--- src/rtl/switch_allocator.sv ---
// switch_allocator: per-router switch allocator.
// Each output port has its own IDLE/LOCKED FSM. In IDLE it picks the first
// requester for that output, scanning round-robin from rr_ptr. In LOCKED it
// keeps the chosen input as owner from the head flit to the tail flit.
//
// State table (per output):
//   state  | meaning
//   IDLE   | output free; arbitrating among requesters for this output
//   LOCKED | output owned by owner[o]; crossbar select held until release
//
// Ports:
//   clk        clock, rising edge
//   rst        asynchronous active-low reset
//   req        per-input flit-ready request
//   req_dest   per-input requested output (SEL_WIDTH bits each)
//   req_tail   per-input: offered flit is a tail flit
//   out_ready  per-output downstream ready
//   grant      per-input grant (input owns some output)
//   sel        per-output crossbar select (owning input index)
//   sel_valid  per-output: output is owned
//   overrun    one-cycle pulse when a lock is force-released by length limit
module switch_allocator #(
  parameter int NUM_PORTS       = 5,
  parameter int MAX_PACKET_SIZE = 64,
  localparam int SEL_WIDTH      = (NUM_PORTS > 1) ? $clog2(NUM_PORTS) : 1
) (
  input  logic                           clk,
  input  logic                           rst,
  input  logic [NUM_PORTS-1:0]           req,
  input  logic [NUM_PORTS*SEL_WIDTH-1:0] req_dest,
  input  logic [NUM_PORTS-1:0]           req_tail,
  input  logic [NUM_PORTS-1:0]           out_ready,
  output logic [NUM_PORTS-1:0]           grant,
  output logic [NUM_PORTS*SEL_WIDTH-1:0] sel,
  output logic [NUM_PORTS-1:0]           sel_valid,
  output logic                           overrun
);

  localparam int CNT_W = $clog2(MAX_PACKET_SIZE + 1);

  typedef enum logic {IDLE, LOCKED} state_t;

  state_t                 state_q [NUM_PORTS];
  logic [SEL_WIDTH-1:0]   owner_q [NUM_PORTS];
  logic [SEL_WIDTH-1:0]   rr_q    [NUM_PORTS];
  logic [CNT_W-1:0]       cnt_q   [NUM_PORTS];
  logic                   overrun_q;

  logic                   win_found [NUM_PORTS];
  logic [SEL_WIDTH-1:0]   win_idx   [NUM_PORTS];
  logic                   xfer      [NUM_PORTS];
  logic                   rel       [NUM_PORTS];
  logic                   force_rel [NUM_PORTS];
  logic [CNT_W-1:0]       cnt_nxt   [NUM_PORTS];

  // An input owns at most one output, so grant is a plain OR of ownership.
  always_comb begin
    grant = '0;
    for (int o = 0; o < NUM_PORTS; o++) begin
      if (state_q[o] == LOCKED) grant[owner_q[o]] = 1'b1;
    end
  end

  // Round-robin scan from rr_q. Inputs already owning an output are masked
  // so a misbehaving input that changes destination mid-packet can never
  // hold two outputs at once.
  always_comb begin
    for (int o = 0; o < NUM_PORTS; o++) begin
      win_found[o] = 1'b0;
      win_idx[o]   = '0;
      for (int k = 0; k < NUM_PORTS; k++) begin
        int idx;
        idx = int'(rr_q[o]) + k;
        if (idx >= NUM_PORTS) idx = idx - NUM_PORTS;
        if (!win_found[o] && req[idx] && !grant[idx] &&
            (req_dest[idx*SEL_WIDTH +: SEL_WIDTH] == SEL_WIDTH'(o))) begin
          win_found[o] = 1'b1;
          win_idx[o]   = SEL_WIDTH'(idx);
        end
      end
    end
  end

  always_comb begin
    for (int o = 0; o < NUM_PORTS; o++) begin
      xfer[o]      = (state_q[o] == LOCKED) && req[owner_q[o]] && out_ready[o];
      cnt_nxt[o]   = cnt_q[o] + 1'b1;
      rel[o]       = xfer[o] && (req_tail[owner_q[o]] ||
                                 (cnt_nxt[o] == CNT_W'(MAX_PACKET_SIZE)));
      force_rel[o] = xfer[o] && !req_tail[owner_q[o]] &&
                     (cnt_nxt[o] == CNT_W'(MAX_PACKET_SIZE));
    end
  end

  always_ff @(posedge clk or negedge rst) begin
    if (!rst) begin
      for (int o = 0; o < NUM_PORTS; o++) begin
        state_q[o] <= IDLE;
        owner_q[o] <= '0;
        rr_q[o]    <= '0;
        cnt_q[o]   <= '0;
      end
      overrun_q <= 1'b0;
    end else begin
      overrun_q <= 1'b0;
      for (int o = 0; o < NUM_PORTS; o++) begin
        case (state_q[o])
          IDLE: begin
            if (win_found[o]) begin
              state_q[o] <= LOCKED;
              owner_q[o] <= win_idx[o];
              cnt_q[o]   <= '0;
            end
          end
          LOCKED: begin
            if (xfer[o]) cnt_q[o] <= cnt_nxt[o];
            if (rel[o]) begin
              state_q[o] <= IDLE;
              // Pointer moves past the releasing owner so waiting inputs win first.
              rr_q[o] <= (owner_q[o] == SEL_WIDTH'(NUM_PORTS - 1)) ? '0
                                                                  : owner_q[o] + 1'b1;
            end
            if (force_rel[o]) overrun_q <= 1'b1;
          end
          default: state_q[o] <= IDLE;
        endcase
      end
    end
  end

  always_comb begin
    for (int o = 0; o < NUM_PORTS; o++) begin
      sel[o*SEL_WIDTH +: SEL_WIDTH] = owner_q[o];
      sel_valid[o]                  = (state_q[o] == LOCKED);
    end
  end

  assign overrun = overrun_q;

endmodule

--- config.mk ---
export PLATFORM = sky130hd
export DESIGN_NAME = switch_allocator
export DESIGN_NICKNAME = d
export VERILOG_FILES = /design/src/rtl/switch_allocator.sv
export SDC_FILE = /design/constraint.sdc
export NUM_CORES = 1
export LEC_CHECK = 0
export CORE_ASPECT_RATIO = 1.5
export CORE_UTILIZATION = 45
export DETAILED_ROUTE_END_ITERATION = 10
export PLACE_DENSITY = 0.65
export SLEW_MARGIN = 10
export SYNTH_ARGS = -nofsm -noshare
export SYNTH_HDL_FRONTEND = slang
export SYNTH_SLANG_ARGS = --single-unit
--- constraint.sdc ---
create_clock -name clk -period 5.1 [get_ports clk]
set_input_delay 0.765 -clock clk [delete_from_list [all_inputs] [get_ports clk]]
set_output_delay 0.765 -clock clk [all_outputs]
set_load 0.01 [all_outputs]
Word-level counts from Yosys, hierarchy flattened:

Index checks and enable logic that the tools add are counted.

* muxes and demuxes: 305
* reduce and logical (&&, ||, !) cells: 175
* shift-type cells: 25
* equality and inequality tests: 40
* $add $sub $neg: 55
* magnitude comparators: 60
* bitwise operators: 9
* multipliers: 25

Operators by type and width (count)
* $lt A32 B5 Y1 const B: 25
* $mul A32 B3 Y32 const B: 25
* $mux W32: 25
* $shiftx A15 B32 Y3: 25
* $bmux W1 S3: 60
* $mux W1: 160
* $logic_and A1 B1 Y1: 100
* $sub A4 B3 Y5 const B: 20
* $mux W3: 30
* $ge A4 B3 Y1 const B: 20
* $mux W7: 10
* $pmux W7 S2: 5
* $logic_not A1 Y1: 50
* $add A3 B2 Y4 const B: 10
* $add A7 B1 Y7 const B: 5
* $eq A7 B7 Y1 const B: 5
* $eq A3 B2 Y1 const B: 10
* $eq A3 B3 Y1 const B: 10
* $reduce_and A2 Y1: 15
* $mux W5: 5
* $add A3 B1 Y4 const B: 5
* $add A3 B3 Y4 const B: 5
* $lt A3 B4 Y1 const B: 5
* $or A5 B5 Y5: 4
* other kinds (12): 60

* word-level logic and storage cells: 715
* register bits: 71
* input bits: 32
* output and inout port bits: 26

Longest topological paths before layout:

Gate-level depths: netlist of run 1.

* word-level depth: 42
* depth in mapped cells: 24
* depth with buffers taken out: 21

Worst setup path before layout of run 1:

Ideal clock, no wire load.

* path type: register to register
* start: reg rr_q[7] in the netlist's numbering
* end: reg owner_q (netlist bit sel[6])
* data arrival time: 5083 ps
* clock period less this slack: 5222 ps
* slack: -122 ps
* buffers on the path: 3
* cell stages (with the launch flop): 22
* path through: dfrtp_1 inv_1 ha_1 ha_1 clkbuf_1 a211oi_2 nor2_2 buf_2 ha_1 ha_1 inv_1 fa_1 xor2_1 nor4_1 a31oi_1 o32a_1 nor4_1 or4b_4 nor2b_4 buf_6 nor2_1 or4_1

* word-level cells in the longest chain between the ends: 30

RTL lines
* start: declaration: RTL line 45 `logic [SEL_WIDTH-1:0] rr_q [NUM_PORTS];`
* start signal: indexed assignment: RTL line 120 `rr_q[o] <= (owner_q[o] == SEL_WIDTH'(NUM_PORTS - 1)) ? '0`
* branches (longest 30 deep; another with $mul A32 B3 Y32)
* end signal: indexed assignment: RTL line 111 `owner_q[o] <= win_idx[o];`
* end: declaration: RTL line 44 `logic [SEL_WIDTH-1:0] owner_q [NUM_PORTS];`

Parallel ways; which one is timed is not known. The select of a mux whose other input is x is not followed.
A chain may end at the register's enable or synchronous reset.

Worst setup path after layout of run 1:

* start: reg rr_q[7] in the netlist's numbering
* end: reg cnt_q[14] in the netlist's numbering

* word-level cells in the longest chain between the ends: 31

RTL lines
* branches (longest 28 deep; another with $mul A32 B3 Y32)
* $mux W1 *: RTL line 75 `if (!win_found[o] && req[idx] && !grant[idx] &&`
* $ne A2 B2 Y1 (no source line) *
* $reduce_and A2 Y1 (no source line) *
* end signal: indexed assignment: RTL line 116 `if (xfer[o]) cnt_q[o] <= cnt_nxt[o];`
* end: declaration: RTL line 46 `logic [CNT_W-1:0] cnt_q [NUM_PORTS];`

Every way passes the cells marked *. The select of a mux whose other input is x is not followed.

==> results_dict.tcl, run 1 <==
set metrics [dict create \
    status "finished clean" \
    cp-start-kind "flip-flop" \
    htreeDepth 3 \
    cts_tree "done" \
    coreArea_um2 44000 \
    grt_pass1_wl_um 126000 \
    async_flop_share_pct 100 \
    die_y_um 261 \
    slowest_stage "dfrtp_1" \
    clock_path_buffers 2 \
    syn_area_um2 20100 \
    synth_top_family_by_area "compound AO/OA/AOI/OAI gates" \
    die_w_um 175 \
    yosysTopAreaCellShare_pct 14.7 \
    synth_compound_area_share_pct 28.7 \
    gr-usage-all-layers_pct 35.5 \
    critPathKind "reg2reg" \
    worst_slack_ns 0.0769 \
    remaining_drc_errors 0 \
    syn_inst 2726 \
    drive_above_1_share_pct 15.4 \
    first_pass_iters 6 \
    grt_max_degree 72 \
    slew_headroom_pct 18.2 \
    syn_area_per_cell_um2 7.38 \
    synth_ff_type "dfrtp_1" \
    pre_cts_slack_ns -0.0134 \
    setup_viol 0 \
    finalCriticalPeriod_ns 5.02 \
    antenna_left 0 \
    synthXorXnorAreaFrac_pct 3.57 \
    io_pins 58 \
    finalCritPeriodShare_pct 98.5 \
    placed_cells 3393 \
    synth_warnings 0 \
    clkLatencyLatePin_ns 0.38 \
    synthTopCellsByArea "ha_1, dfrtp_1, mux2i_1" \
    synth_seq_cells 71 \
    cts_root_buf "clkbuf_16" \
    cp.buffers_inverters 5 \
    cp.arrival_ns 5.28 \
    gr-total-overflow 0 \
    antenna_found_initial 4 \
    syn2layout_area_growth_pct 15.0 \
    fin_cells 3415 \
    netlist-cell-type-count 109 \
    muxShareOfSynthArea_pct 9.70 \
    wl_um 83200 \
    path_cells "inv_2 > buf_4 > ha_1 > a211oi_4 > buf_4 > mux2_2 > inv_2 > ha_1 > nand2_1 > fa_1 > xnor2_1 > nor3b_2 > nand3_1 > a222oi_1 > o2111ai_2 > nor2b_4 > or4b_4 > nor2b_4 > buf_4 > nor2_2 > mux2_2" \
    crit_family "simple AND/OR/NAND/NOR gates" \
    nets 3131 \
    cap_violations 0 \
    vias 22962 \
    grt_pass1_vias 22357 \
    worst_slew_pin_slew_ns 1.22 \
    cp_common_cell "buf_4" \
    start_util_pct 45.7 \
    io_buffer_count 57 \
    cts_buffers 9 \
    fin_util_pct 52.6 \
    crit_fanout 6 \
    yosysTopAreaCell "ha_1" \
    finalMaxSlewViolations 0 \
    synth-seq-area-share_pct 8.84 \
    crit_path_max_incr_delay_ns 0.42 \
    rows 94 \
    clkSlewWorstSetupHoldPaths_ns 0.07 \
    dp_hpwl_um 62600 \
    hold_viol_final 0 \
    cp.required_ns 5.35 \
    synth-simple-area-share_pct 24.6 \
    clock_sinks 71 \
    yosys.area_share.adder_pct 17.7 \
    synth_most_common_cell "ha_1" \
    clock.fmax_mhz 199 \
    die_area_um2 45500 \
    routedWlPerCell_um 24.4 \
    place_congestion 1.02 \
    skew_ns 0.0209 \
    drtIter0Drc 2593 \
    setup_tns_ns 0 \
    synth_edf_count 0 \
    syn-num-nets 3024 \
    worstSetupEndpointType "flip-flop" \
    synth.top_cells.by_count "ha_1, nand2_1, nor2_1" \
    vias_per_cell 6.72 \
    hold_path_class "reg2reg" \
]
[state kept, by name, summed over array words and instances (netlist names)]
signal     cells
cnt_q         35
overrun        1
rr_q          15
sel           15
sel_valid      5
[cells in the final DEF, fill, tap and decap left out, drive strengths merged, types with 52 or more instances in the layout]
master,synthesis,final
nor3,91,91
clkdlybuf4s50,0,56
dfrtp,71,71
nand2,222,222
nand2b,54,54
nor2b,55,55
nand3,114,114
a21oi,187,187
mux2i,109,109
nor2,221,221
ha,236,236
a21o,52,52
o21ai,139,139
inv,160,164
buf,73,223
[final timing paths]
check,startpoint,endpoint,slack (ns),cells past startpoint
setup / recovery,rr_q[7]$_DFFE_PN0P_,cnt_q[14]$_DFFE_PN0P_,0.08,21
hold / removal,cnt_q[16]$_DFFE_PN0P_,cnt_q[16]$_DFFE_PN0P_,0.53,1
setup reg to reg,rr_q[7]$_DFFE_PN0P_,cnt_q[14]$_DFFE_PN0P_,0.08,21
hold reg to reg,cnt_q[16]$_DFFE_PN0P_,cnt_q[16]$_DFFE_PN0P_,0.53,1
max in group asynchronous,rst,rr_q[14]$_DFFE_PN0P_,3.73,1
min in group asynchronous,rst,cnt_q[20]$_DFFE_PN0P_,0.56,1
[final cells by class]
| type | count | area, µm² |
|---|---|---|
| Antenna cell | 1 | 2.50 |
| Clock buffer | 9 | 225 |
| Clock inverter | 7 | 109 |
| Fill cell | 4266 | 20900 |
| Inverter | 163 | 612 |
| Multi-Input combinational cell | 2309 | 17400 |
| Sequential cell | 71 | 1780 |
| Tap cell | 576 | 721 |
| Timing Repair Buffer | 279 | 2280 |
[cells by family after synthesis]
group,Yosys count
buf+inv,346
xor+xnor,78
simple gates,973
compound gates,827
mux,165
fa+ha+maj,266
flops,71
[what timing repair did]
item | in CTS | in global routing
gates cloned | 0 | 0
resized for setup | 3 | 95
pin swaps | 0 | 15
endpoints found under the setup margin | 3 | 54
setup buffers | 0 | 5
hold buffers | 0 | 0
[per-layer routing]
layer  global-route usage, %  part of all wire (%)
met4                    30.5                   9.9
met1                    38.0                    36
met5                       0                 0.014
met3                    6.03                   7.6
met2                    60.7                    47
[stage by stage]
| step | hold slack (ns) | instance area, µm² |
|---|---|---|
| 2_1_floorplan | 0.468 | 20100 |
| 3_3_place_gp | 0.500 | 22300 |
| 3_5_place_dp | 0.514 | 22300 |
| 4_1_cts | 0.526 | 22600 |
| 5_1_grt | 0.544 | 23100 |
| 6_report | 0.525 | 23100 |
Power of run 1 is not shown: default switching activity piles up to over one toggle a cycle in this logic, so the estimate is an artifact.
==> run 2: changes to the inputs <==
- ABC_AREA: not set -> 1
- PLACE_DENSITY: 0.65 -> 0.64
==> results_dict.tcl, run 2 <==
set metrics [dict create \
    dp_hpwl_um 67400 \
    cts_buffers 9 \
    antenna_left 0 \
    place_congestion 0.964 \
    grt_pass1_vias 26182 \
    synth-seq-area-share_pct 7.75 \
    cp.required_ns 5.35 \
    vias_per_cell 5.81 \
    syn_area_um2 22900 \
    finalCritPeriodShare_pct 93.8 \
    finalMaxSlewViolations 0 \
    netlist-cell-type-count 67 \
    worst_slew_pin_slew_ns 1.03 \
    synth.top_cells.by_count "nand2_1, nand3_1, inv_1" \
    crit_fanout 11 \
    htreeDepth 3 \
    yosysTopAreaCellShare_pct 20.8 \
    synth_ff_type "dfrtp_1" \
    first_pass_iters 8 \
    syn_inst 4142 \
    synthTopCellsByArea "nand2_1, ha_1, nand3_1" \
    start_util_pct 45.9 \
    antenna_found_initial 1 \
    yosysTopAreaCell "nand2_1" \
    gr-usage-all-layers_pct 34.8 \
    vias 28252 \
    rows 100 \
    clock.fmax_mhz 209 \
    cts-hold-fix-buffers 0 \
    clkSlewWorstSetupHoldPaths_ns 0.08 \
    mostFrequentLayoutCell "nand2_1" \
    regMostFlops "cnt_q" \
    drive_above_1_share_pct 8.02 \
    synth_edf_count 0 \
    cap_violations 0 \
    synth_most_common_cell "nand2_1" \
    reg2reg_from "rr_q[2]$_DFFE_PN0P_" \
    setup_tns_ns 0 \
    status "finished clean" \
    hold_viol_final 0 \
    nets 4495 \
    synth_warnings 0 \
    cts_tree "done" \
    async_flop_share_pct 100 \
    synth_seq_cells 71 \
    cts_root_buf "clkbuf_16" \
    antenna_cells 0 \
    slowest_stage "o21ai_0" \
    syn2layout_area_growth_pct 8.96 \
    syn_area_per_cell_um2 5.53 \
    cp-startpoint "rr_q[2]$_DFFE_PN0P_" \
    r2r_cells 23 \
    r2r_setup_slack_ns 0.31 \
    crit_path_max_incr_delay_ns 0.69 \
    worstSetupEndpointType "flip-flop" \
    drtIter0Drc 2447 \
    wl_um 90600 \
    cp.arrival_ns 5.04 \
    clock_path_buffers 2 \
    final_cell_mix "nand2_1, nand3_1, inv_1, nor2_1, o21ai_0" \
    finalCriticalPeriod_ns 4.79 \
    remaining_drc_errors 0 \
    cp_common_cell "nand2_1" \
    slew_headroom_pct 30.9 \
    cp-endpoint "cnt_q[5]$_DFFE_PN0P_" \
    die_w_um 186 \
    io_buffer_count 57 \
    hold_path_class "in2async" \
    clock_sinks 71 \
    clkLatencyLatePin_ns 0.39 \
    gr-total-overflow 0 \
    r2r-end "cnt_q[5]$_DFFE_PN0P_" \
    cp-start-kind "flip-flop" \
    critPathKind "reg2reg" \
    syn-num-nets 4440 \
    path_cells "inv_2 > ha_1 > buf_4 > o21ai_0 > ha_1 > ha_1 > nand3_1 > nand2_1 > xor2_1 > buf_4 > inv_1 > nand2_1 > o22ai_1 > nand2_1 > o21ai_0 > a21oi_1 > nand2_1 > nand3_1 > a21oi_1 > o21ai_4 > buf_4 > nand3_1 > nand2_1" \
    grt_pass1_wl_um 140000 \
    setup_viol 0 \
    routedWlPerCell_um 18.6 \
    grt_max_degree 58 \
    largest_reg_flops 35 \
    coreArea_um2 49900 \
    io_pins 58 \
    die_area_um2 51800 \
    die_y_um 278 \
    skew_ns 0.0269 \
]
## run 2: worst min-delay path by stage
stage / cells past startpoint / to / slack, ns / startpoint
final: 1 / cnt_q[29]$_DFFE_PN0P_ / 0.24 / rst
after CTS: 1 / cnt_q[33]$_DFFE_PN0P_ / 0.23 / rst
after floorplan: 0 / cnt_q[0]$_DFFE_PN0P_ / 0.47 / rst
after global routing: 1 / cnt_q[28]$_DFFE_PN0P_ / 0.24 / rst
after detailed placement: 1 / cnt_q[14]$_DFFE_PN0P_ / 0.51 / cnt_q[14]$_DFFE_PN0P_
after global placement: 2 / cnt_q[34]$_DFFE_PN0P_ / 0.50 / cnt_q[34]$_DFFE_PN0P_
## run 2: layout make-up
cell class,count,area (µm²)
clock buffers,9,225
clock inverters,7,78.8
fillers,5440,25000
inverters,480,1820
multi-input cells,3428,18500
flip-flops and latches,71,1780
well taps,663,830
repair buffers,206,1690
repair inverters,1,5.00
## run 2: timing repair
item,in CTS,in global routing
endpoints found under the setup margin,0,54
gates resized for setup,0,18
setup buffers,0,4
## run 2: routing by layer
metal / GRT usage, % / vias to the layer above / share of wire [%]
li1: - / 13834 / -
met1: 39.5 / 12778 / 38
met2: 59.2 / 1242 / 47
met3: 4.75 / 396 / 7.8
met4: 24.5 / 2 / 7.9
met5: 0 / - / 0.014
## run 2: cells by family (layout without fill, tap and decap cells)
logic type	Yosys count	after routing	synth area share (%)
buffers and inverters	643	703	11.5
and+or+nand+nor	2439	2439	46.6
adders and majority gates	266	266	15.5
muxes	1	1	0.0437
DFF	71	71	7.75
xor gates and xnor gates	60	60	2.44
AOI/OAI and AO/OA	662	662	16.2
## run 2: metrics by stage
step	util (%)	cell area (µm²)	instances	setup slack, ns	hold slack, ns
floorplan	-	22900	4142	0.646	0.469
global placement	49.2	24600	4844	0.379	0.499
detailed placement	49.2	24600	4844	0.321	0.511
CTS	49.8	24900	4860	0.292	0.233
global route	50.0	25000	4865	-0.00855	0.244
finish	50.0	25000	4865	0.314	0.239
## run 2: critical path: cells and delay by family (launching register included)
| family | cells | cell delay, ns |
|---|---|---|
| AOI/OAI and AO/OA | 6 | 1.63 |
| xor gates and xnor gates | 1 | 0.14 |
| adders and majority gates | 3 | 1.02 |
| buffers and inverters | 5 | 0.78 |
| DFF | 1 | 0.52 |
| and+or+nand+nor | 8 | 0.55 |
Power of run 2 is left out for the same reason.
